**src/rtl/ddr4_cmd_decoder_if.sv**
```systemverilog
// Pin-level command bus between the DDR4 command source and the decoder,
// carrying the raw control pins in and the decoded, registered results out.
interface ddr4_cmd_decoder_if #(
    parameter int BGWIDTH = 2,
    parameter int BAWIDTH = 2,
    parameter int ERRW    = 16
);
    localparam int BANKS = 2 ** (BGWIDTH + BAWIDTH);

    logic               cke;
    logic               cs_n;
    logic               act_n;
    logic               ras_n;
    logic               cas_n;
    logic               we_n;
    logic               a10;
    logic [BGWIDTH-1:0] bg;
    logic [BAWIDTH-1:0] ba;
    logic [18:0]        commands;
    logic [BGWIDTH-1:0] bg_q;
    logic [BAWIDTH-1:0] ba_q;
    logic               cmd_err;
    logic [ERRW-1:0]    err_count;
    logic [BANKS-1:0]   bank_open;
    logic [1:0]         pd_state;

    modport master (
        output cke, cs_n, act_n, ras_n, cas_n, we_n, a10, bg, ba,
        input  commands, bg_q, ba_q, cmd_err, err_count, bank_open, pd_state
    );

    modport slave (
        input  cke, cs_n, act_n, ras_n, cas_n, we_n, a10, bg, ba,
        output commands, bg_q, ba_q, cmd_err, err_count, bank_open, pd_state
    );
endinterface

```
**src/rtl/ddr4_cmd_decoder.sv**
```systemverilog
// DDR4 command decoder: raw pins to a one-hot command vector, with power-down
// tracking, per-bank open status and illegal-command suppression; 1-cycle latency.
module ddr4_cmd_decoder #(
    parameter int BGWIDTH = 2,
    parameter int BAWIDTH = 2,
    parameter int ERRW    = 16
) (
    input  logic             clk,
    input  logic             reset_n,
    ddr4_cmd_decoder_if.slave bus
);
    localparam int BW    = BGWIDTH + BAWIDTH;
    localparam int BANKS = 2 ** BW;

    localparam logic [1:0] ST_NORMAL  = 2'd0;
    localparam logic [1:0] ST_PWRDN   = 2'd1;
    localparam logic [1:0] ST_SELFREF = 2'd2;

    localparam int C_ACT  = 18;
    localparam int C_CFG  = 16;
    localparam int C_CKEH = 15;
    localparam int C_MRW  = 10;
    localparam int C_PD   = 9;
    localparam int C_PDX  = 8;
    localparam int C_PR   = 7;
    localparam int C_PRA  = 6;
    localparam int C_RD   = 5;
    localparam int C_RDA  = 4;
    localparam int C_REF  = 3;
    localparam int C_SRF  = 2;
    localparam int C_WR   = 1;
    localparam int C_WRA  = 0;

    logic [18:0]        cmd_q, cmd_d;
    logic               err_q, err_d;
    logic [BANKS-1:0]   open_q, open_d;
    logic [1:0]         pd_q, pd_d;
    logic [ERRW-1:0]    cnt_q, cnt_d;
    logic               cke_q;
    logic [BGWIDTH-1:0] bg_out_q;
    logic [BAWIDTH-1:0] ba_out_q;

    logic [BW-1:0] idx;
    logic [2:0]    rcw;
    logic          any_open;
    logic          hit;
    logic          des_nop;
    logic          ref_enc;

    assign idx      = {bus.bg, bus.ba};
    assign rcw      = {bus.ras_n, bus.cas_n, bus.we_n};
    assign any_open = |open_q;
    assign hit      = open_q[idx];
    assign des_nop  = bus.cs_n || (bus.act_n && (rcw == 3'b111));
    assign ref_enc  = !bus.cs_n && bus.act_n && (rcw == 3'b001);

    always_comb begin
        cmd_d  = '0;
        err_d  = 1'b0;
        open_d = open_q;
        pd_d   = pd_q;
        if (pd_q == ST_NORMAL) begin
            if (cke_q && !bus.cke) begin
                // Entering low power: only a clean REF selects self-refresh.
                if (ref_enc && !any_open) begin
                    cmd_d[C_SRF] = 1'b1;
                    pd_d         = ST_SELFREF;
                end else begin
                    cmd_d[C_PD] = 1'b1;
                    pd_d        = ST_PWRDN;
                    err_d       = !des_nop;
                end
            end else if (bus.cke && !bus.cs_n) begin
                if (!bus.act_n) begin
                    if (hit) err_d = 1'b1;
                    else begin
                        cmd_d[C_ACT] = 1'b1;
                        open_d[idx]  = 1'b1;
                    end
                end else begin
                    case (rcw)
                        3'b000: if (any_open) err_d = 1'b1; else cmd_d[C_MRW] = 1'b1;
                        3'b001: if (any_open) err_d = 1'b1; else cmd_d[C_REF] = 1'b1;
                        3'b010: begin
                            if (bus.a10) begin
                                cmd_d[C_PRA] = 1'b1;
                                open_d       = '0;
                            end else if (!hit) err_d = 1'b1;
                            else begin
                                cmd_d[C_PR] = 1'b1;
                                open_d[idx] = 1'b0;
                            end
                        end
                        3'b011: err_d = 1'b1;
                        3'b100: begin
                            if (!hit) err_d = 1'b1;
                            else if (bus.a10) begin
                                cmd_d[C_WRA] = 1'b1;
                                open_d[idx]  = 1'b0;
                            end else cmd_d[C_WR] = 1'b1;
                        end
                        3'b101: begin
                            if (!hit) err_d = 1'b1;
                            else if (bus.a10) begin
                                cmd_d[C_RDA] = 1'b1;
                                open_d[idx]  = 1'b0;
                            end else cmd_d[C_RD] = 1'b1;
                        end
                        3'b110: if (any_open) err_d = 1'b1; else cmd_d[C_CFG] = 1'b1;
                        default: ;
                    endcase
                end
            end
        end else if (bus.cke) begin
            // Exit cycle: the pins are swallowed, only the exit pulse is issued.
            if (pd_q == ST_PWRDN) cmd_d[C_PDX] = 1'b1;
            else cmd_d[C_CKEH] = 1'b1;
            err_d = !des_nop;
            pd_d  = ST_NORMAL;
        end
    end

    assign cnt_d = (err_d && (cnt_q != '1)) ? cnt_q + 1'b1 : cnt_q;

    always_ff @(posedge clk) begin
        if (!reset_n) begin
            cmd_q    <= '0;
            err_q    <= 1'b0;
            open_q   <= '0;
            pd_q     <= ST_NORMAL;
            cnt_q    <= '0;
            cke_q    <= 1'b1;
            bg_out_q <= '0;
            ba_out_q <= '0;
        end else begin
            cmd_q    <= cmd_d;
            err_q    <= err_d;
            open_q   <= open_d;
            pd_q     <= pd_d;
            cnt_q    <= cnt_d;
            cke_q    <= bus.cke;
            bg_out_q <= bus.bg;
            ba_out_q <= bus.ba;
        end
    end

    assign bus.commands  = cmd_q;
    assign bus.cmd_err   = err_q;
    assign bus.err_count = cnt_q;
    assign bus.bank_open = open_q;
    assign bus.pd_state  = pd_q;
    assign bus.bg_q      = bg_out_q;
    assign bus.ba_q      = ba_out_q;
endmodule
```
**src/flat_wrapper.sv**
```systemverilog
// flat-port wrapper written by rule: the top's interface ports become plain ports
module ddr4_cmd_decoder_flat 
#(
    parameter int BGWIDTH = 2,
    parameter int BAWIDTH = 2,
    parameter int ERRW    = 16
)
  (clk, reset_n, bus_cke, bus_cs_n, bus_act_n, bus_ras_n, bus_cas_n, bus_we_n, bus_a10, bus_bg, bus_ba, bus_commands, bus_bg_q, bus_ba_q, bus_cmd_err, bus_err_count, bus_bank_open, bus_pd_state);
  ddr4_cmd_decoder_if #(.BGWIDTH(BGWIDTH), .BAWIDTH(BAWIDTH), .ERRW(ERRW)) bus_i ();
  input  logic clk;
  input  logic reset_n;
  input wire logic [$bits(bus_i.cke)-1:0] bus_cke;
  input wire logic [$bits(bus_i.cs_n)-1:0] bus_cs_n;
  input wire logic [$bits(bus_i.act_n)-1:0] bus_act_n;
  input wire logic [$bits(bus_i.ras_n)-1:0] bus_ras_n;
  input wire logic [$bits(bus_i.cas_n)-1:0] bus_cas_n;
  input wire logic [$bits(bus_i.we_n)-1:0] bus_we_n;
  input wire logic [$bits(bus_i.a10)-1:0] bus_a10;
  input wire logic [$bits(bus_i.bg)-1:0] bus_bg;
  input wire logic [$bits(bus_i.ba)-1:0] bus_ba;
  output wire logic [$bits(bus_i.commands)-1:0] bus_commands;
  output wire logic [$bits(bus_i.bg_q)-1:0] bus_bg_q;
  output wire logic [$bits(bus_i.ba_q)-1:0] bus_ba_q;
  output wire logic [$bits(bus_i.cmd_err)-1:0] bus_cmd_err;
  output wire logic [$bits(bus_i.err_count)-1:0] bus_err_count;
  output wire logic [$bits(bus_i.bank_open)-1:0] bus_bank_open;
  output wire logic [$bits(bus_i.pd_state)-1:0] bus_pd_state;
  assign bus_i.cke = bus_cke;
  assign bus_i.cs_n = bus_cs_n;
  assign bus_i.act_n = bus_act_n;
  assign bus_i.ras_n = bus_ras_n;
  assign bus_i.cas_n = bus_cas_n;
  assign bus_i.we_n = bus_we_n;
  assign bus_i.a10 = bus_a10;
  assign bus_i.bg = bus_bg;
  assign bus_i.ba = bus_ba;
  assign bus_commands = bus_i.commands;
  assign bus_bg_q = bus_i.bg_q;
  assign bus_ba_q = bus_i.ba_q;
  assign bus_cmd_err = bus_i.cmd_err;
  assign bus_err_count = bus_i.err_count;
  assign bus_bank_open = bus_i.bank_open;
  assign bus_pd_state = bus_i.pd_state;
  ddr4_cmd_decoder #(.BGWIDTH(BGWIDTH), .BAWIDTH(BAWIDTH), .ERRW(ERRW)) u_core (.clk(clk), .reset_n(reset_n), .bus(bus_i));
endmodule
```
**config.mk**
```make
export PLATFORM = sky130hd
export DESIGN_NAME = ddr4_cmd_decoder_flat
export DESIGN_NICKNAME = d
export VERILOG_FILES = /design/src/rtl/ddr4_cmd_decoder_if.sv /design/src/rtl/ddr4_cmd_decoder.sv /design/src/flat_wrapper.sv
export SDC_FILE = /design/constraint.sdc
export NUM_CORES = 1
export LEC_CHECK = 0
export BUFFER_PORTS_ARGS = -buffer_cell sky130_fd_sc_hd__buf_2
export CORE_ASPECT_RATIO = 1.1
export CORE_MARGIN = 4
export CORE_UTILIZATION = 52
export DETAILED_ROUTE_END_ITERATION = 16
export PLACE_DENSITY = 0.82
export SLEW_MARGIN = 20
export SYNTH_ARGS = -nofsm -noshare
export SYNTH_HDL_FRONTEND = slang
export SYNTH_SLANG_ARGS = --single-unit
```
**constraint.sdc**
```tcl
create_clock -name clk -period 2.6 [get_ports clk]
set_input_delay 0.26 -clock clk [delete_from_list [all_inputs] [get_ports clk]]
set_output_delay 0.26 -clock clk [all_outputs]
set_load 0.1 [all_outputs]
```
## Word-level counts from Yosys, hierarchy flattened

Index checks and enable logic that the tools add are counted.

| word-level totals | value |
|---|---|
| register bits | 59 |
| bits of input ports | 13 |
| output and inout bits | 58 |

| operators by class | value |
|---|---|
| bitwise logic cells | 15 |
| multiplexer cells | 34 |
| add/sub/neg operators | 1 |
| $lt $le $gt $ge | 2 |
| equal/unequal tests | 15 |
| reductions and logical operators | 31 |

Operator list:

| cell | number |
|---|---|
| 16-bit 2-to-1 mux | 6 |
| 6-bit OR reduction | 6 |
| 16-bit case mux with 2 select lines | 1 |
| 1-bit 2-to-1 mux | 19 |
| 16-bit by 1-bit adder with 16-bit output, second input constant | 1 |
| 16-bit bitwise AND | 1 |
| 16-bit inequality test, second input constant | 1 |
| 16-bit inverter | 1 |
| 16-bit OR | 1 |
| 16-bit OR reduction | 1 |
| 3-bit equality test, second input constant | 4 |
| 1-bit inverter | 12 |
| 2-bit 2-to-1 mux | 5 |
| 3-bit by 2-bit inequality test with 1-bit output, second input constant | 3 |
| 1-bit logical AND | 8 |
| 8-bit AND reduction | 1 |
| 7-bit OR reduction | 1 |
| 3-bit by 2-bit equality test with 1-bit output, second input constant | 2 |
| 3-bit OR reduction | 2 |
| 4-bit by 5-bit less-than comparator with 1-bit output, second input constant | 1 |
| 5-bit OR reduction | 1 |
| 1-bit binary-select mux with 4-bit select | 1 |
| 1-bit demux with 4-bit select | 1 |
| 4-bit by 1-bit >= comparator with 1-bit output, second input constant | 1 |
| other kinds (13) | 17 |

## Longest topological paths before layout

Gate-level depths: netlist of the first run.

| depth | value |
|---|---|
| depth in word-level cells | 10 |
| depth in mapped cells | 9 |
| mapped depth without buffers | 7 |

## Least setup slack after synthesis of the first run

No wires, ideal clock.

| path | value |
|---|---|
| path type | register to register |
| start | register u_core.open_q[14] (netlist: u_core.bus.bank_open[14]) |
| end | register u_core.cnt_q[8] (netlist: u_core.bus.err_count[8]) |
| required time | 2485 ps |
| path buffers | 1 |
| setup time | 115 ps |
| path slack | -298 ps |
| data arrival time | 2784 ps |
| stages on the path, launching flop included | 9 |
| clock period less this slack | 2898 ps |
| path through | dfxtp_1 mux2i_1 mux4_2 a22o_1 a211oi_2 nor2_2 buf_2 o31a_1 o21a_1 |

| on the way | value |
|---|---|
| longest elaborated chain between the ends | 10 |
| elaborated cells between the ends (all ways) | 16 |
| those cells by class | mux (12); reduce/logical (4) |

RTL lines:

| element | RTL line | text |
|---|---|---|
| start: declaration | ddr4_cmd_decoder.sv:36 | `logic [BANKS-1:0] open_q, open_d;` |
| start signal: assignment | ddr4_cmd_decoder.sv:138 | `open_q <= open_d;` |
| 1-bit binary-select mux with 4-bit select | ddr4_cmd_decoder.sv:53 | `assign hit = open_q[idx];` |
| 1-bit 2-to-1 mux (implied by the code) | ddr4_cmd_decoder.sv:53 |  |
| 1-bit 2-to-1 mux | ddr4_cmd_decoder.sv:88, ddr4_cmd_decoder.sv:96, ddr4_cmd_decoder.sv:103 |  |
| 1-bit 2-to-1 mux | ddr4_cmd_decoder.sv:85 | `if (bus.a10) begin` |
| 1-bit case mux with 4 select lines | ddr4_cmd_decoder.sv:81 | `case (rcw)` |
| 1-bit 2-to-1 mux | ddr4_cmd_decoder.sv:74 | `if (!bus.act_n) begin` |
| 1-bit 2-to-1 mux | ddr4_cmd_decoder.sv:73 | `end else if (bus.cke && !bus.cs_n) begin` |
| 1-bit 2-to-1 mux (*) | ddr4_cmd_decoder.sv:63 | `if (cke_q && !bus.cke) begin` |
| 1-bit 2-to-1 mux (*) | ddr4_cmd_decoder.sv:62 | `if (pd_q == ST_NORMAL) begin` |
| 1-bit logical AND (*) | ddr4_cmd_decoder.sv:123 | `assign cnt_d = (err_d && (cnt_q != '1)) ? cnt_q + 1'b1 : cnt_q;` |
| end signal: assignment | ddr4_cmd_decoder.sv:140 | `cnt_q <= cnt_d;` |
| end: declaration | ddr4_cmd_decoder.sv:38 | `logic [ERRW-1:0] cnt_q, cnt_d;` |

Mark *: on every way between the ends. The rest lies on a longest branch, timed or not. The select of a mux whose other input is x is not followed.
A chain may end at the register's enable or synchronous reset.

## Worst setup path after layout of the first run

| path | value |
|---|---|
| start | register u_core.open_q[6] (netlist: u_core.bus.bank_open[6]) |
| end | register u_core.cnt_q[10] (netlist: u_core.bus.err_count[10]) |

Same word-level chain as after synthesis.

==> results of run 1 <==
[layout make-up]
class / count / area (µm²) / share of cell area [%]
sequential: 54 / 1100 / 35.9
clock buffer: 6 / 72.6 / 2.36
tap: 56 / 70.1 / 2.28
multi-input combinational: 232 / 1370 / 44.5
timing repair buffer: 76 / 408 / 13.3
inverter: 4 / 15.0 / 0.488
clock inverter: 2 / 37.5 / 1.22
[power by group through the flow]
stage          Combinational (mW)  Clock, mW  Sequential (mW)
2_1_floorplan               0.133          0            0.963
3_3_place_gp                0.274          0            0.869
3_5_place_dp                0.278          0            0.869
4_1_cts                     0.279      0.560            0.850
5_1_grt                     0.297      0.591            0.852
6_report                    0.282      0.553            0.850
[layout by cell type, fill, tap and decap left out, types with 8 or more instances in the layout]
| cell type | netlist | layout |
|---|---|---|
| mux2i_1 | 10 | 10 |
| and2_1 | 8 | 8 |
| dfxtp_1 | 54 | 36 |
| nor2b_1 | 8 | 8 |
| buf_4 | 5 | 11 |
| dfxtp_2 | 0 | 18 |
| nand3_1 | 13 | 13 |
| a21oi_1 | 44 | 44 |
| nand2_1 | 30 | 30 |
| nor3_1 | 20 | 20 |
| o21ai_0 | 10 | 10 |
| nor2_1 | 17 | 17 |
| buf_2 | 2 | 65 |
[worst paths after layout]
kind                                                              end  cells past startpoint                                   from
worst min register to register  u_core.bus.err_count[10]$_SDFFE_PN0P_                      2  u_core.bus.err_count[10]$_SDFFE_PN0P_
worst min-delay path                u_core.bus.commands[1]$_SDFF_PP0_                      3                                bus_a10
worst max-delay path            u_core.bus.err_count[10]$_SDFFE_PN0P_                      7   u_core.bus.bank_open[6]$_SDFFE_PN0P_
worst max register to register  u_core.bus.err_count[10]$_SDFFE_PN0P_                      7   u_core.bus.bank_open[6]$_SDFFE_PN0P_
[stage by stage]
stage / instance area (µm²) / worst slack [ps] / hold WS (ps) / std cells
after global placement: 2960 / 105 / 475 / 422
after floorplan: 2590 / 11.6 / 381 / 312
after CTS: 3070 / 135 / 263 / 430
after global routing: 3070 / 82.2 / 273 / 430
final: 3070 / 217 / 266 / 430
after detailed placement: 2960 / 15.9 / 482 / 422
[state kept, by name (all words and copies together), names as in the netlist]
name,count
u_core.bus.bank_open,16
u_core.bus.err_count,16
u_core.bus.commands,14
u_core.bus.ba_q,2
u_core.bus.bg_q,2
u_core.bus.pd_state,2
u_core.bus.cmd_err,1
u_core.cke_q,1
[routing by layer]
metal	part of all wire (%)	GRT usage, %	wire, µm	up-vias
met4	1.0	7.65	66	0
met1	42	27.0	2680	1164
met3	7.5	4.41	479	6
li1	-	-	-	1231
met2	50	35.8	3190	103
met5	0	0	0	-
[kinds of logic (layout without fill, tap and decap cells)]
| family | Yosys count | count (layout) | synth area share (%) |
|---|---|---|---|
| buffers and inverters | 26 | 88 | 4.95 |
| flip-flops | 54 | 54 | 42.3 |
| other | 1 | 5 | 0.147 |
| multiplexers | 12 | 12 | 5.68 |
| AND/OR/NAND/NOR | 135 | 135 | 27.8 |
| XOR/XNOR | 3 | 3 | 1.03 |
| AO/OA/AOI/OAI | 76 | 76 | 17.6 |
| adder cells (fa/ha/maj) | 1 | 1 | 0.490 |
[worst min-delay path, stage by stage]
cell    delay (ps)
buf_2           90
buf_4          130
nor3_1          50
==> flow_summary.yaml, run 1 <==
timing:
  rsz0062_at_grt: "false"
  worst_pin_slew_ps: 543
  fin_skew_ps: 5.33
  drv_slew: 0
  fmax_ghz: 0.420
  period_needed_ps: 2380
  setup_viol_count_final: 0
  final-hold-violation-count: 0
  post-route-period-util_pct: 91.7
  tns_ps: 0
  slew-limit-headroom_pct: 63.7
cts:
  cts_tree: "built"
  h-tree-depth: 2
  cts_setup_buffers: 0
  cts_buffer_depth: 2
  hold_buffers: 0
  clkLatencyLatePin_ps: 300
  clk_pin_slew_worst_paths_ps: 90
  cts-root-buf: "clkbuf_8"
  cts_num_sinks: 54
  ctsResizeCount: 0
  cts_buffers: 5
layout:
  layout.nets: 387
  num-fill-cells: 420
  fin_util_pct: 65.6
  drive_gt1_share_pct: 29.1
  synthToLayoutAreaGrowth_pct: 20.3
  diodes: 0
detailed_routing:
  ant_nets: 0
  wirelength_um: 6410
  drc: 0
  via_count: 2504
  routed_wire_length_per_instance_um: 14.9
  first_pass_iters: 4
  drt_iter0_markers: 168
  via_per_inst: 5.82
worst_setup_path:
  r2r_slack_ps: 220
  cp-end-kind: "register"
  critPathMaxFanout: 16
  crit_path_cell_trace: "mux2i_1, mux4_2, a22o_1, a211oi_2, nor2_4, or4_1, a21oi_1"
  required_ps: 2840
  criticalPathCategory: "reg -> reg"
  cp_top_family: "compound AO/OA/AOI/OAI gates"
  crit_path_max_incr_delay_ps: 520
  cp_num_buf_inv: 0
  startpoint_type: "register"
  cp.arrival_ps: 2620
  crit_slowest_cell: "mux4_2"
synthesis:
  syn_area_per_cell_um2: 8.30
  ys_async_sr_fraction_pct: 0
  ys_seq_area_share_pct: 42.3
  synth-edff-count: 0
  yosysMostFrequentCell: "dfxtp_1"
  ys_warn_count: 0
  yosysTopAreaCell: "dfxtp_1"
  synth_common_cells: "54 x dfxtp_1, 44 x a21oi_1, 30 x nand2_1, 20 x nor3_1, 17 x nor2_1"
  synthDominantCellAreaShare_pct: 42.3
  synth.distinct_cells: 50
  ys.flop_type: "dfxtp_1"
  ys_top_cells_by_area: "dfxtp_1 42%, a21oi_1 8.6%, nand2_1 4.4%"
  synth_seq_cells: 54
  syn_area_um2: 2550
  syn-instance-count: 308
placed_design:
  portBuffers: 65
  post-dp-hpwl_um: 4760
  gp_congestion: 0.946
die:
  num_rows: 26
  num_io_pins: 71
  core_area_um2: 4680
  die_y_um: 81.5
  design.die.area_um2: 6100
  start_util_pct: 54.5
  fp.dieW_um: 74.8
power:
  p_int_mw: 1.19
  peakVddDrop_v: 0.000264
  p_leak_nw: 1.33
  power.switching_uw: 498
  p_clk_share_pct: 32.8
  pwr-share-comb_pct: 16.7
  p_total_mw: 1.68
  power_density_nw_per_um2: 548
  swShare_pct: 29.6
  share_seq_of_total_power_pct: 50.5
global_route:
  grt_pass1_wl_um: 10400
  grt.overflow.total: 0
  first_global_vias: 2288
  track_usage_pct: 21.4
  grt_start_max_net_pins: 19
  antenna_found_initial: 0
run:
  cap_violations: 0
run_status:
  status: "completed"
hold_path:
  hold_path_class: "in -> reg"
(Power assumes the default switching activity.)
==> inputs of run 2 (changes only) <==
--- a/config.mk
+++ b/config.mk
@@ -6,7 +6,7 @@
 export NUM_CORES = 1
 export LEC_CHECK = 0
 export BUFFER_PORTS_ARGS = -buffer_cell sky130_fd_sc_hd__buf_2
-export CORE_ASPECT_RATIO = 1.1
+export CORE_ASPECT_RATIO = 1.5
 export CORE_MARGIN = 4
 export CORE_UTILIZATION = 52
 export DETAILED_ROUTE_END_ITERATION = 16
==> flow_summary.yaml, run 2 (synthesis gave the netlist of run 1 again) <==
run_status:
  status: "completed"
placed_design:
  portBuffers: 65
  post-dp-hpwl_um: 4890
  gp_congestion: 0.930
  place_area_um2: 2990
layout:
  drive_gt1_share_pct: 29.3
  diodes: 0
  layout_commonest_cell: "buf_2"
  synthToLayoutAreaGrowth_pct: 20.4
  design_area_um2: 3080
  final_cell_mix: "65 x buf_2, 44 x a21oi_1, 36 x dfxtp_1"
  layout.nets: 390
timing:
  slew-limit-headroom_pct: 63.3
  setup_viol_count_final: 0
  drv_slew: 0
  rsz0062_at_grt: "false"
  tns_ps: 0
  fmax_ghz: 0.419
  worst_pin_slew_ps: 549
  final-hold-violation-count: 0
  post-route-period-util_pct: 91.8
  fin_skew_ps: 5.15
  period_needed_ps: 2390
hold_path:
  hold_path_class: "in -> reg"
  worstHoldPathCells: 3
detailed_routing:
  drt_iter0_markers: 209
  wirelength_um: 6440
  via_count: 2549
  via_per_inst: 5.77
  drc: 0
  first_pass_iters: 5
  routed_wire_length_per_instance_um: 14.6
  ant_nets: 0
die:
  design.die.area_um2: 6120
  fp.dieW_um: 65.2
  core_area_um2: 4810
  num_io_pins: 71
  start_util_pct: 53.1
  num_rows: 31
  die_y_um: 93.9
worst_setup_path:
  startpoint_type: "register"
  cp-end-kind: "register"
  critPathMaxFanout: 16
  reg2reg_depth: 7
  required_ps: 2830
  cp.arrival_ps: 2610
  criticalPathCategory: "reg -> reg"
global_route:
  first_global_vias: 2330
  grt_pass1_wl_um: 10400
  antenna_found_initial: 0
  track_usage_pct: 21.5
  grt.overflow.total: 0
  grt_start_max_net_pins: 17
power:
  power_density_nw_per_um2: 508
  p_leak_nw: 1.33
  peakVddDrop_v: 0.000273
cts:
  cts_buffer_depth: 2
  hold_buffers: 0
  clkLatencyLatePin_ps: 300
  cts_tree: "built"
  cts-root-buf: "clkbuf_8"
  h-tree-depth: 2
  cts_buffers: 5
  cts_num_sinks: 54
  clk_pin_slew_worst_paths_ps: 80
run:
  cap_violations: 0
## run 2: cell count changes in the layout (fill, tap and decap cells not counted), sizes merged
cell and change:
buf +3, clkbuf +1, bufinv -1, clkinvlp -1
## run 2: repair_timing
action	CTS	global route
setup buffers	0	0
gates resized for setup	0	1
endpoints found under the setup margin	0	9
## run 2: final cells by class
type / instances / area [µm²]
clock buffers: 7 / 76.3
fillers: 440 / 1730
inverters: 4 / 15.0
multi-input cells: 232 / 1370
flip-flops and latches: 54 / 1100
well taps: 66 / 82.6
repair buffers: 79 / 430
## run 2: critical path, cell delays in order (launching register included)
cell and delay [ps]:
dfxtp_2 370, mux2i_1 80, mux4_2 520, a22o_1 270, a211oi_2 290, nor2_4 150
or4_1 500, a21oi_1 150
## run 2: where the power goes
group / internal [mW] / total (mW) / switching [mW] / leakage, nW
clock: 0.186 / 0.428 / 0.242 / 0.0383
combinational: 0.0608 / 0.283 / 0.223 / 0.845
sequential: 0.840 / 0.850 / 0.00967 / 0.447
## run 2: path summary, 6_finish.rpt
kind                                              start                               endpoint  slack (ps)
hold / removal                                  bus_cke                u_core.cke_q$_SDFF_PN1_         260
setup / recovery  u_core.bus.bank_open[14]$_SDFFE_PN0P_  u_core.bus.err_count[10]$_SDFFE_PN0P_         210
setup reg to reg  u_core.bus.bank_open[14]$_SDFFE_PN0P_  u_core.bus.err_count[10]$_SDFFE_PN0P_         210
hold reg to reg   u_core.bus.err_count[10]$_SDFFE_PN0P_  u_core.bus.err_count[10]$_SDFFE_PN0P_         510
## run 2: through the flow
step / utilization, % / hold WS, ps / total power, mW / instances / worst slack [ps]
after detailed placement: 62.3 / 495 / 1.15 / 435 / 36.0
after floorplan: - / 381 / 1.10 / 312 / 11.6
after global placement: 62.3 / 482 / 1.15 / 435 / 96.3
final: 63.9 / 261 / 1.56 / 442 / 214
after global routing: 63.9 / 271 / 1.62 / 442 / 46.8
after CTS: 63.8 / 255 / 1.57 / 442 / 169
## run 2: per-layer routing
metal	routed length, µm	vias to the layer above	track usage, %
li1	-	1236	-
met1	2400	1176	23.7
met2	3370	114	38.6
met3	448	23	3.71
met4	221	0	10.6
met5	0	-	0
==> inputs of run 3 (changes only) <==
--- a/config.mk
+++ b/config.mk
@@ -8,9 +8,9 @@
 export BUFFER_PORTS_ARGS = -buffer_cell sky130_fd_sc_hd__buf_2
 export CORE_ASPECT_RATIO = 1.5
 export CORE_MARGIN = 4
-export CORE_UTILIZATION = 52
+export CORE_UTILIZATION = 47
 export DETAILED_ROUTE_END_ITERATION = 16
-export PLACE_DENSITY = 0.82
+export PLACE_DENSITY = 0.78
 export SLEW_MARGIN = 20
 export SYNTH_ARGS = -nofsm -noshare
 export SYNTH_HDL_FRONTEND = slang
==> constraint.sdc (replaced) <==
create_clock -name clk -period 2.1 [get_ports clk]
set_input_delay 0.21 -clock clk [delete_from_list [all_inputs] [get_ports clk]]
set_output_delay 0.21 -clock clk [all_outputs]
set_load 0.1 [all_outputs]
==> flow_summary.yaml, run 3 (synthesis gave the netlist of run 1 again) <==
global_route:
  grt.overflow.total: 0
  first_global_vias: 2786
  antenna_found_initial: 0
  track_usage_pct: 25.5
  grt_pass1_wl_um: 13100
  grt_start_max_net_pins: 17
die:
  num_rows: 32
  core_area_um2: 5200
  die_y_um: 98.3
  num_io_pins: 71
  start_util_pct: 49.1
  fp.dieW_um: 68.2
  design.die.area_um2: 6700
hold_path:
  hold_path_class: "in -> reg"
power:
  power_density_nw_per_um2: 521
  p_leak_nw: 1.83
  peakVddDrop_v: 0.000279
placed_design:
  post-dp-hpwl_um: 5930
  portBuffers: 65
  gp_congestion: 1.01
run_status:
  status: "finished, violations left"
  violations: "setup timing"
cts:
  cts_tree: "built"
  h-tree-depth: 2
  cts_buffer_depth: 2
  cts-root-buf: "clkbuf_8"
  hold_buffers: 0
  cts_buffers: 5
  clkLatencyLatePin_ps: 310
  clk_pin_slew_worst_paths_ps: 100
  cts_num_sinks: 54
layout:
  layout.nets: 462
  fin_util_pct: 79.2
  layout_commonest_cell: "buf_2"
  num-fill-cells: 351
  final_cell_mix: "65 x buf_2, 61 x buf_4, 29 x nand2_1"
  diodes: 0
  synthToLayoutAreaGrowth_pct: 61.3
  drive_gt1_share_pct: 55.0
timing:
  fmax_ghz: 0.394
  tns_ps: -7210
  setup_ws_ps: -437
  worst_pin_slew_ps: 742
  rsz0062_at_grt: "true"
  fin_skew_ps: 9.84
  final-hold-violation-count: 0
  slew-limit-headroom_pct: 50.4
  drv_slew: 0
  period_needed_ps: 2540
  setup_viol_count_final: 36
  post-route-period-util_pct: 121
worst_setup_path:
  critPathMaxFanout: 5
  cp.arrival_ps: 2730
  startpoint_type: "primary input"
  criticalPathCategory: "in -> reg"
  cp-end-kind: "register"
  r2r-start: "u_core.bus.bank_open[3]$_SDFFE_PN0P_"
  crit_path_end: "u_core.bus.err_count[10]$_SDFFE_PN0P_"
  cp-startpoint: "bus_we_n"
  required_ps: 2290
  r2r-end: "u_core.bus.err_count[10]$_SDFFE_PN0P_"
  reg2reg_depth: 9
  r2r_slack_ps: -420
detailed_routing:
  routed.top_layer: "met4"
  ant_nets: 0
  via_count: 3142
  drt_iter0_markers: 215
  met1Wirelength_um: 3310
  first_pass_iters: 5
  wl_met3_um: 715
  met2WireLength_um: 5230
  wirelength_um: 9960
  via_per_inst: 6.08
  routed_wire_length_per_instance_um: 19.3
  drc: 0
run:
  cap_violations: 0
-- run 3: layout make-up --
| type | count | area [µm²] | area share (%) |
|---|---|---|---|
| clock buffer | 7 | 86.3 | 2.09 |
| tap | 68 | 85.1 | 2.06 |
| sequential | 54 | 1160 | 28.2 |
| timing repair buffer | 150 | 1070 | 25.9 |
| clock inverter | 1 | 5.00 | 0.121 |
| inverter | 4 | 15.0 | 0.364 |
| multi-input combinational | 233 | 1700 | 41.3 |
-- run 3: what timing repair did --
item | 4_1_cts | 5_1_grt
buffers inserted | 15 | 7
gates resized for setup | 26 | 61
cloned | 0 | 1
pin swaps | 11 | 26
endpoints found under the hold margin | 0 | 0
setup endpoints to repair | 31 | 35
-- run 3: worst max-delay path, cell delays in order --
cell	delay, ps
buf_2	110
or4b_2	700
a21oi_1	410
a221oi_4	140
a211oi_4	420
nor2_4	130
buf_6	150
o31ai_1	340
a21oi_2	110
-- run 3: per-layer routing --
layer	up-vias	track usage, %
met2	211	45.6
met5	-	0
met3	73	4.83
met4	0	14.2
li1	1378	-
met1	1480	26.4
-- run 3: worst min-delay path by stage --
stage | startpoint | end | slack [ps] | cells past startpoint
2_1_floorplan | bus_cke | u_core.cke_q$_SDFF_PN1_ | 330 | 2
4_1_cts | bus_a10 | u_core.bus.commands[5]$_SDFF_PP0_ | 200 | 3
5_1_grt | bus_a10 | u_core.bus.commands[5]$_SDFF_PP0_ | 200 | 3
3_5_place_dp | u_core.cke_q$_SDFF_PN1_ | u_core.bus.commands[2]$_SDFF_PN0_ | 500 | 2
6_report | bus_a10 | u_core.bus.commands[5]$_SDFF_PP0_ | 200 | 3
3_3_place_gp | u_core.cke_q$_SDFF_PN1_ | u_core.bus.commands[2]$_SDFF_PN0_ | 470 | 2
-- run 3: where the power goes --
part	internal, mW	switching, mW	total, mW
clock network	0.267	0.340	0.607
registers	1.02	0.00987	1.03
logic	0.155	0.354	0.509
-- run 3: per-stage QoR --
step	instance area [µm²]	total power [mW]	hold WS, ps	worst slack [ps]	cells
detailed placement	3450	1.45	503	-485	487
CTS	3780	2.07	198	-282	510
global route	4120	2.20	197	-524	517
finish	4120	2.15	202	-437	517
global placement	3450	1.44	475	-374	487
floorplan	2680	1.34	331	-276	312
